[src/rtl/bit_stream_deser_pkg.sv]
// Shared types and constants for the bit stream deserializer.
// FSM encoding, gap counter width, constant clog2 helper.
package bit_stream_deser_pkg;

    typedef enum logic [1:0] {
        ST_IDLE = 2'd0,
        ST_DATA = 2'd1,
        ST_PAR  = 2'd2
    } state_t;

    localparam int GAP_W = 16;

    function automatic int clog2(input int v);
        int r;
        r = 0;
        for (int i = 0; i < 31; i++) begin
            if ((1 << i) < v) begin
                r = i + 1;
            end
        end
        return r;
    endfunction

endpackage

[src/rtl/bit_stream_gap_timer.sv]
// Saturating inter-bit gap counter; flags the TIMEOUT-th idle cycle.
// TIMEOUT of 0 keeps expire low permanently.
module bit_stream_gap_timer
    import bit_stream_deser_pkg::*;
#(
    parameter int TIMEOUT = 0
) (
    input  logic CLK,
    input  logic RST_N,
    input  logic clear,
    input  logic enable,
    output logic expire
);

    localparam bit TMO_ON = (TIMEOUT > 0);
    localparam logic [GAP_W-1:0] LIMIT =
        TMO_ON ? GAP_W'(TIMEOUT - 1) : '0;

    logic [GAP_W-1:0] gap_cnt;

    always_ff @(posedge CLK or negedge RST_N) begin
        if (!RST_N) begin
            gap_cnt <= '0;
        end else if (clear || !enable) begin
            gap_cnt <= '0;
        end else if (gap_cnt != '1) begin
            gap_cnt <= gap_cnt + 1'b1;
        end
    end

    // gap_cnt idle cycles already elapsed; this cycle would be the TIMEOUT-th
    assign expire = TMO_ON && enable && (gap_cnt == LIMIT);

endmodule

[src/rtl/bit_stream_deser.sv]
// Collects valid-strobed serial bits into WIDTH-bit words on a valid/ready port.
// Optional even parity bit per word: define BIT_STREAM_DESER_PARITY_EN.
module bit_stream_deser
    import bit_stream_deser_pkg::*;
#(
    parameter int WIDTH     = 8,
    parameter int MSB_FIRST = 0,
    parameter int TIMEOUT   = 0
) (
    input  logic             CLK,
    input  logic             RST_N,
    input  logic             DIN,
    input  logic             DIN_DV,
    output logic [WIDTH-1:0] DOUT,
    output logic             DOUT_DV,
    input  logic             DOUT_RDY,
    output logic             OVF,
    output logic             ABORT,
    output logic             PAR_ERR
);

    localparam int CNT_W = clog2(WIDTH + 1);
    localparam logic [CNT_W-1:0] LAST = CNT_W'(WIDTH - 1);

    state_t           state_q;
    state_t           state_d;
    logic [CNT_W-1:0] bit_cnt;
    logic [WIDTH-1:0] sh_q;
    logic [WIDTH-1:0] sh_d;
    logic [WIDTH-1:0] word;
    logic             expire;
    logic             last_bit;
    logic             shift_en;
    logic             done;
    logic             word_ok;
    logic             abort_now;
    logic             accept;
    logic             load;
    logic             drop;

    bit_stream_gap_timer #(
        .TIMEOUT (TIMEOUT)
    ) u_gap (
        .CLK    (CLK),
        .RST_N  (RST_N),
        .clear  (DIN_DV),
        .enable (state_q != ST_IDLE),
        .expire (expire)
    );

    assign last_bit = (bit_cnt == LAST);

    always_comb begin
        if (MSB_FIRST != 0) begin
            sh_d = {sh_q[WIDTH-2:0], DIN};
        end else begin
            sh_d = {DIN, sh_q[WIDTH-1:1]};
        end
    end

    always_ff @(posedge CLK or negedge RST_N) begin
        if (!RST_N) begin
            state_q <= ST_IDLE;
        end else begin
            state_q <= state_d;
        end
    end

    always_comb begin
        state_d = state_q;
        unique case (state_q)
            ST_IDLE: begin
                if (DIN_DV) begin
                    state_d = ST_DATA;
                end
            end
            ST_DATA: begin
                if (DIN_DV && last_bit) begin
`ifdef BIT_STREAM_DESER_PARITY_EN
                    state_d = ST_PAR;
`else
                    state_d = ST_IDLE;
`endif
                end else if (expire && !DIN_DV) begin
                    state_d = ST_IDLE;
                end
            end
            ST_PAR: begin
                if (DIN_DV || expire) begin
                    state_d = ST_IDLE;
                end
            end
            default: state_d = ST_IDLE;
        endcase
    end

    always_comb begin
        shift_en  = 1'b0;
        done      = 1'b0;
        word_ok   = 1'b1;
        abort_now = 1'b0;
        word      = sh_d;
        unique case (state_q)
            ST_IDLE: begin
                shift_en = DIN_DV;
            end
            ST_DATA: begin
                shift_en  = DIN_DV;
                abort_now = expire && !DIN_DV;
`ifndef BIT_STREAM_DESER_PARITY_EN
                done      = DIN_DV && last_bit;
`endif
            end
            ST_PAR: begin
                abort_now = expire && !DIN_DV;
`ifdef BIT_STREAM_DESER_PARITY_EN
                done      = DIN_DV;
                word_ok   = ~((^sh_q) ^ DIN);
                word      = sh_q;
`endif
            end
            default: ;
        endcase
    end

    assign accept = DOUT_DV && DOUT_RDY;
    assign load   = done && word_ok && (!DOUT_DV || DOUT_RDY);
    assign drop   = done && word_ok && DOUT_DV && !DOUT_RDY;

    always_ff @(posedge CLK or negedge RST_N) begin
        if (!RST_N) begin
            sh_q    <= '0;
            bit_cnt <= '0;
            DOUT    <= '0;
            DOUT_DV <= 1'b0;
            OVF     <= 1'b0;
            ABORT   <= 1'b0;
        end else begin
            if (shift_en) begin
                sh_q <= sh_d;
            end
            if (abort_now || (shift_en && last_bit)) begin
                bit_cnt <= '0;
            end else if (shift_en) begin
                bit_cnt <= bit_cnt + 1'b1;
            end
            if (load) begin
                DOUT <= word;
            end
            if (load) begin
                DOUT_DV <= 1'b1;
            end else if (accept) begin
                DOUT_DV <= 1'b0;
            end
            OVF   <= drop;
            ABORT <= abort_now;
        end
    end

`ifdef BIT_STREAM_DESER_PARITY_EN
    always_ff @(posedge CLK or negedge RST_N) begin
        if (!RST_N) begin
            PAR_ERR <= 1'b0;
        end else begin
            PAR_ERR <= done && !word_ok;
        end
    end
`else
    assign PAR_ERR = 1'b0;
`endif

endmodule

[config.mk]
export PLATFORM = sky130hd
export DESIGN_NAME = bit_stream_deser
export DESIGN_NICKNAME = d
export VERILOG_FILES = /design/src/rtl/bit_stream_deser_pkg.sv /design/src/rtl/bit_stream_gap_timer.sv /design/src/rtl/bit_stream_deser.sv
export SDC_FILE = /design/constraint.sdc
export NUM_CORES = 1
export LEC_CHECK = 0
export ABC_CLOCK_PERIOD_IN_PS = 3400
export CAP_MARGIN = 20
export CORE_UTILIZATION = 35
export DETAILED_ROUTE_END_ITERATION = 7
export GPL_TIMING_DRIVEN = 0
export HOLD_SLACK_MARGIN = 0.1
export MAX_ROUTING_LAYER = met4
export SLEW_MARGIN = 20
export SYNTH_ARGS = -nofsm -noshare
export SYNTH_HDL_FRONTEND = slang
export SYNTH_HIERARCHICAL = 1
export SYNTH_SLANG_ARGS = --single-unit
[constraint.sdc]
create_clock -name CLK -period 3.4 [get_ports CLK]
set_input_delay 0.51 -clock CLK [delete_from_list [all_inputs] [get_ports CLK]]
set_output_delay 0.51 -clock CLK [all_outputs]
set_load 0.01 [all_outputs]
==> qor.csv, run 1 <==
stage,metric,value,unit
final_layout,area_growth,22.8,%
place,pre_cts_slack,1.34,ns
critical_path,critPathKind,flop to output port,
detailed_routing,top_layer,met4,
critical_path,crit_chain,clkdlybuf4s50_1,
floorplanning,dieArea,2840,sq um
timing,max_freq,581,MHz
run_status,status,finished clean,
synthesis,synth_top_family_by_area,multiplexers,
detailed_routing,drcViolationCount,0,
floorplanning,start_util,37.2,%
clock_network,numCtsBuffers,3,
critical_path,cp.buffers_inverters,1,
critical_path,end_kind,output port,
critical_path,crit_family,buffers and inverters,
timing,period_share,50.7,%
global_routing,antenna_found_initial,0,
synthesis,synth.top_cell.area_share,62.5,%
pwr,leakage,0.521,nW
floorplanning,num_rows,18,
final_layout,finalNonFillerCells,115,
timing,drv_slew,0,
synthesis,yosysTopAreaCell,dfrtp_1,
detailed_routing,wl_per_cell,12.2,microns
clock_network,cts_setup_buffers,0,
timing,rsz0062_at_grt,no,
detailed_routing,firstDrtPassIters,4,
timing,finClkSkew,0.00759,ns
floorplanning,core,2480,sq um
place,placed_cells,111,
final_layout,diodes,0,
clock_network,worst_skew_pair.late_latency,0.31,ns
pwr,p_per_area,697,nW/um^2
detailed_routing,vias,540,
synthesis,synth-xor-area-share,2.85,%
timing,finalHoldViolations,0,
global_routing,grt_pass1_vias,553,
floorplanning,ios,17,
timing,setup_slack,1.68,ns
timing,period_needed,1.72,ns
critical_path,rr_startpoint,bit_cnt[0],
synthesis,synth_fp_nets,72,
floorplanning,die_w,53.3,microns
detailed_routing,drt-initial-drc-count,4,
synthesis,synth_area_leaders,"dfrtp_1 63%, mux2_2 18%, nor2_1 2.4%, nand3_4 1.9%, xor2_1 1.9%",
place,io_buffers,15,
clock_network,clock_sinks,23,
synthesis,yosys.area_share.simple,8.56,%
detailed_routing,vias_per_cell,4.70,
critical_path,crit_arrival,1.21,ns
global_routing,overflow,0,
critical_path,cp_slowest_cell,clkdlybuf4s50_1,
global_routing,grt_max_degree,24,
global_routing,grtUsageTotal,12.5,%
final_layout,fill_cells,245,
final_layout,seqCellArea,576,sq um
final_layout,fin_util,45.7,%
detailed_routing,totalWireLength,1400,microns
synthesis,synth.avg_cell_area,14.0,sq um
synthesis,yosysSeqAreaShare,62.5,%
critical_path,required,2.89,ns
floorplanning,die_h,53.3,microns
worst_hold_path,min_path_type,primary input to async pin,
final_layout,drive_gt1_share,29.4,%
place,place_congestion,0.742,
final_layout,multiInputGateArea,322,sq um
clock_network,cts_root_buf,clkbuf_4,
clock_network,clk_pin_slew,0.13,ns
detailed_routing,wl_met2,657,microns
global_routing,grt_pass1_wl,2400,microns
synthesis,ys_types,18,
critical_path,worstPathMaxFanout,2,
final_layout,nets,92,
synthesis,muxShareOfSynthArea,19.4,%
clock_network,clk_path_buf_depth,2,
synthesis,synth_compound_area_share,1.90,%
pwr,p_total,0.789,mW
synthesis,syn-instance-count,66,
timing,finalSetupTns,0,ns
detailed_routing,ant_nets,0,
place,dpl.hpwl,993,microns
detailed_routing,wirelength_met1,692,microns
critical_path,cp-startpoint,DOUT[7],
job,cap_violations,0,
clock_network,postCtsHoldBufs,0,
detailed_routing,wl_met3,36,microns
synthesis,ys_warn_count,6,
clock_network,cts_resized,0,
synthesis,ys_seq_elements,23,
synthesis,yosys.area_share.adder,1.36,%
timing,setup_viol,0,
critical_path,crit_path_max_incr_delay,0.54,ns
pwr,peakVddDrop,0.321,mV
synthesis,synthesis.area,921,sq um
clock_network,cts_tree,done,
critical_path,startpoint_type,flop,
clock_network,cts_max_level,1,
-- per-layer routing --
layer,global-route usage (%),up-vias
met1,16.2,269
met2,18.8,11
li1,-,258
met3,1.72,2
met4,6.58,0
met5,-,-
-- worst register-to-register path, stage by stage, from the launching register on --
cell	delay (ns)
dfrtp_1	0.43
ha_1	0.22
and4b_2	0.29
nand3_4	0.16
mux2_2	0.36
-- cell type report --
cell class                 instances  share of cell area (%)
timing repair buffer              15                    12.8
clock buffer                       3                    1.99
clock inverter                     1                   0.442
inverter                           1                   0.332
multi-input combinational         39                    28.4
tap                               30                    3.32
sequential                        23                    50.9
buffer                             3                    1.77
-- cell families after synthesis --
logic type	count (synthesis)
AO/OA/AOI/OAI	3
multiplexers	16
XOR/XNOR	3
adder cells (fa/ha/maj)	1
other	2
AND/OR/NAND/NOR	14
buffers and inverters	4
flip-flops	23
-- per-stage QoR --
step / hold WS [ns] / cell area, sq um
after floorplan: 0.214 / 921
after global placement: 0.487 / 1110
after detailed placement: 0.496 / 1110
after CTS: 0.526 / 1140
after global routing: 0.172 / 1130
final: 0.140 / 1130
-- cell usage in the layout (no fill, tap or decap), drive strengths merged, types with 2 or more instances in the layout --
master         instances
dfrtp                 23
a21oi                  2
clkbuf                 3
clkdlybuf4s50         14
buf                    4
nor2                   6
mux2                  15
conb                   2
xor2                   2
nand2                  4
-- path summary, 6_finish.rpt --
path / end / slack [ns] / cells after the start
max in group asynchronous: sh_q[5] / 2.91 / 1
hold / removal: state_q[0] / 0.14 / 1
setup / recovery: DOUT[7] / 1.68 / 1
hold reg to reg: sh_q[1] / 0.52 / 1
min in group CLK: sh_q[1] / 0.52 / 1
setup reg to reg: DOUT[6] / 1.83 / 4
-- cells in the mapped netlist --
cell type,count
mux2_2,15
conb_1,2
nand2b_1,1
dfrtp_1,23
buf_4,2
nand3_4,1
xor2_1,2
a21oi_1,2
and4b_2,1
buf_2,1
nand4_1,1
mux2i_1,1
inv_1,1
o21bai_1,1
nand2_1,4
ha_1,1
nor2_1,6
xnor2_1,1
-- state kept, by name, summed over array words and instances (netlist names) --
name / flops
ABORT: 1
DOUT: 8
DOUT_DV: 1
OVF: 1
bit_cnt: 4
sh_q: 7
state_q: 1
-- where the power goes --
group	switching (mW)	internal [mW]	leakage, nW	total (mW)
Clock	0.0812	0.0439	0.0177	0.125
Combinational	0.0899	0.158	0.210	0.247
Sequential	0.0542	0.362	0.293	0.416
Note: power is estimated with default switching activity, not from simulation.
==> run 2: changes to the inputs <==
Settings changed: ABC_CLOCK_PERIOD_IN_PS 3400 to 1710.
Clock period 3.4 ns to 1.71 ns, I/O delays scaled along.
==> run 2 against run 1 <==
Clock skew unchanged. Highest routed layer unchanged. Critical path depth increased by 3. Power increased by 99%. Routed wire length increased by 0.21%. Utilization increased by 0.40 points. Largest power group unchanged. Design area increased by 0.88%. Combinational power increased by 100%.
==> qor.csv, run 2 (same netlist as run 1, synthesis figures left out) <==
stage,metric,value,unit,change
floorplanning,die_h,53.3,microns,unchanged
clock_network,cts_root_buf,clkbuf_4,,unchanged
critical_path,crit_end,DOUT[6],,was DOUT[7]
clock_network,worst_skew_pair.late_latency,0.31,ns,about the same
timing,setup_viol,0,,unchanged
detailed_routing,totalWireLength,1410,microns,was 1400 microns
final_layout,largest-register,DOUT,,unchanged
detailed_routing,wl_per_cell,12.1,microns,was 12.2 microns
critical_path,rr_worst_depth,4,,unchanged
timing,rsz0062_at_grt,no,,unchanged
final_layout,area_growth,23.9,%,was 22.8%
global_routing,grt_pass1_vias,553,,unchanged
timing,holdWs,0.429,ns,was 0.140 ns
worst_hold_path,min_path_type,primary input to async pin,,unchanged
pwr,leakage,0.525,nW,was 0.521 nW
critical_path,worstPathMaxFanout,8,,was 2
place,pre_cts_slack,-0.0926,ns,was 1.34 ns
clock_network,clk_pin_slew,0.13,ns,about the same
final_layout,fin_util,46.1,%,was 45.7%
place,place_congestion,0.742,,unchanged
clock_network,cts_max_level,1,,unchanged
pwr,p_total,1.57,mW,was 0.789 mW
global_routing,overflow,0,,unchanged
floorplanning,start_util,37.2,%,unchanged
detailed_routing,vias,544,,was 540
floorplanning,core,2480,sq um,unchanged
final_layout,fill_cells,244,,was 245
detailed_routing,vias_per_cell,4.69,,was 4.70
floorplanning,num_rows,18,,unchanged
global_routing,grt_pass1_wl,2400,microns,unchanged
critical_path,rr_startpoint,bit_cnt[0],,unchanged
floorplanning,die_w,53.3,microns,unchanged
final_layout,diodes,0,,unchanged
global_routing,antenna_found_initial,0,,unchanged
clock_network,cts_setup_buffers,0,,unchanged
timing,period_share,91.6,%,
critical_path,startpoint_type,flop,,unchanged
final_layout,largestRegisters,"DOUT x8, sh_q x7, bit_cnt x4",,unchanged
critical_path,cp-startpoint,bit_cnt[0],,was DOUT[7]
place,io_buffers,15,,unchanged
final_layout,largest_reg_flops,8,,unchanged
floorplanning,ios,17,,unchanged
pwr,peakVddDrop,0.639,mV,was 0.321 mV
pwr,p_per_area,1380,nW/um^2,was 697 nW/um^2
detailed_routing,drcViolationCount,0,,unchanged
global_routing,grtUsageTotal,12.5,%,unchanged
timing,period_needed,1.57,ns,
clock_network,cts_tree,done,,unchanged
critical_path,r2r_end,DOUT[6],,unchanged
final_layout,final_cell_mix,"23 x dfrtp_1, 15 x mux2_2, 14 x clkdlybuf4s50_1",,unchanged
clock_network,clock_sinks,23,,unchanged
critical_path,rrSetupSlack,0.14,ns,was 1.83 ns
run_status,status,finished clean,,unchanged
clock_network,postCtsHoldBufs,0,,unchanged
global_routing,grt_max_degree,24,,unchanged
detailed_routing,ant_nets,0,,unchanged
timing,setup_slack,0.144,ns,was 1.68 ns
timing,max_freq,639,MHz,
detailed_routing,firstDrtPassIters,4,,unchanged
final_layout,nets,93,,was 92
job,cap_violations,0,,unchanged
timing,drv_slew,0,,unchanged
timing,finClkSkew,0.00759,ns,unchanged
timing,finalHoldViolations,0,,unchanged
floorplanning,dieArea,2840,sq um,unchanged
clock_network,numCtsBuffers,3,,unchanged
place,dpl.hpwl,993,microns,unchanged
critical_path,end_kind,flop,,was output port
critical_path,critPathKind,flop to flop,,was flop to output port
critical_path,required,1.91,ns,was 2.89 ns
final_layout,layout_commonest_cell,dfrtp_1,,unchanged
clock_network,cts_resized,0,,unchanged
final_layout,drive_gt1_share,29.1,%,was 29.4%
detailed_routing,drt-initial-drc-count,4,,unchanged
critical_path,crit_arrival,1.76,ns,was 1.21 ns
clock_network,clk_path_buf_depth,2,,unchanged
timing,finalSetupTns,0,ns,unchanged
==> run 2: final cells by class <==
| class | count | area (sq um) | area share (%) |
|---|---|---|---|
| buffer | 3 | 20.0 | 1.75 |
| clock buffer | 3 | 22.5 | 1.97 |
| clock inverter | 1 | 5.00 | 0.439 |
| inverter | 1 | 3.75 | 0.329 |
| multi-input combinational | 39 | 322 | 28.2 |
| sequential | 23 | 576 | 50.4 |
| tap | 30 | 37.5 | 3.29 |
| timing repair buffer | 16 | 155 | 13.6 |
==> run 2: worst min path at each step <==
stage	end	slack, ns	from	cells past startpoint
6_report	state_q[0]	0.43	RST_N	2
5_1_grt	DOUT[0]	0.47	RST_N	2
4_1_cts	DOUT[1]	0.51	RST_N	1
3_5_place_dp	DOUT[3]	0.50	DOUT[3]	1
3_3_place_gp	DOUT[3]	0.49	DOUT[3]	1
2_1_floorplan	ABORT	-0.04	RST_N	0
==> run 2: critical path, stage by stage (launching register included) <==
cell and delay, ns:
dfrtp_1 0.43, ha_1 0.22, and4b_2 0.29, nand3_4 0.15, mux2_2 0.36
==> run 2: through the flow <==
step | instance area (sq um) | cells
4_1_cts | 1140 | 115
3_5_place_dp | 1110 | 111
2_1_floorplan | 921 | 66
3_3_place_gp | 1110 | 111
5_1_grt | 1140 | 116
6_report | 1140 | 116
==> run 2: routing by layer <==
| metal | wire length (microns) | vias up | track usage, % |
|---|---|---|---|
| li1 | - | 260 | - |
| met1 | 695 | 271 | 16.2 |
| met2 | 656 | 11 | 18.8 |
| met3 | 36 | 2 | 1.72 |
| met4 | 18 | 0 | 6.58 |
| met5 | 0 | - | - |
==> run 2: report_power, final <==
group | leakage (nW) | switching, mW | total [mW] | internal (mW)
sequential | 0.293 | 0.108 | 0.827 | 0.720
clock | 0.0177 | 0.161 | 0.249 | 0.0872
combinational | 0.214 | 0.179 | 0.494 | 0.315
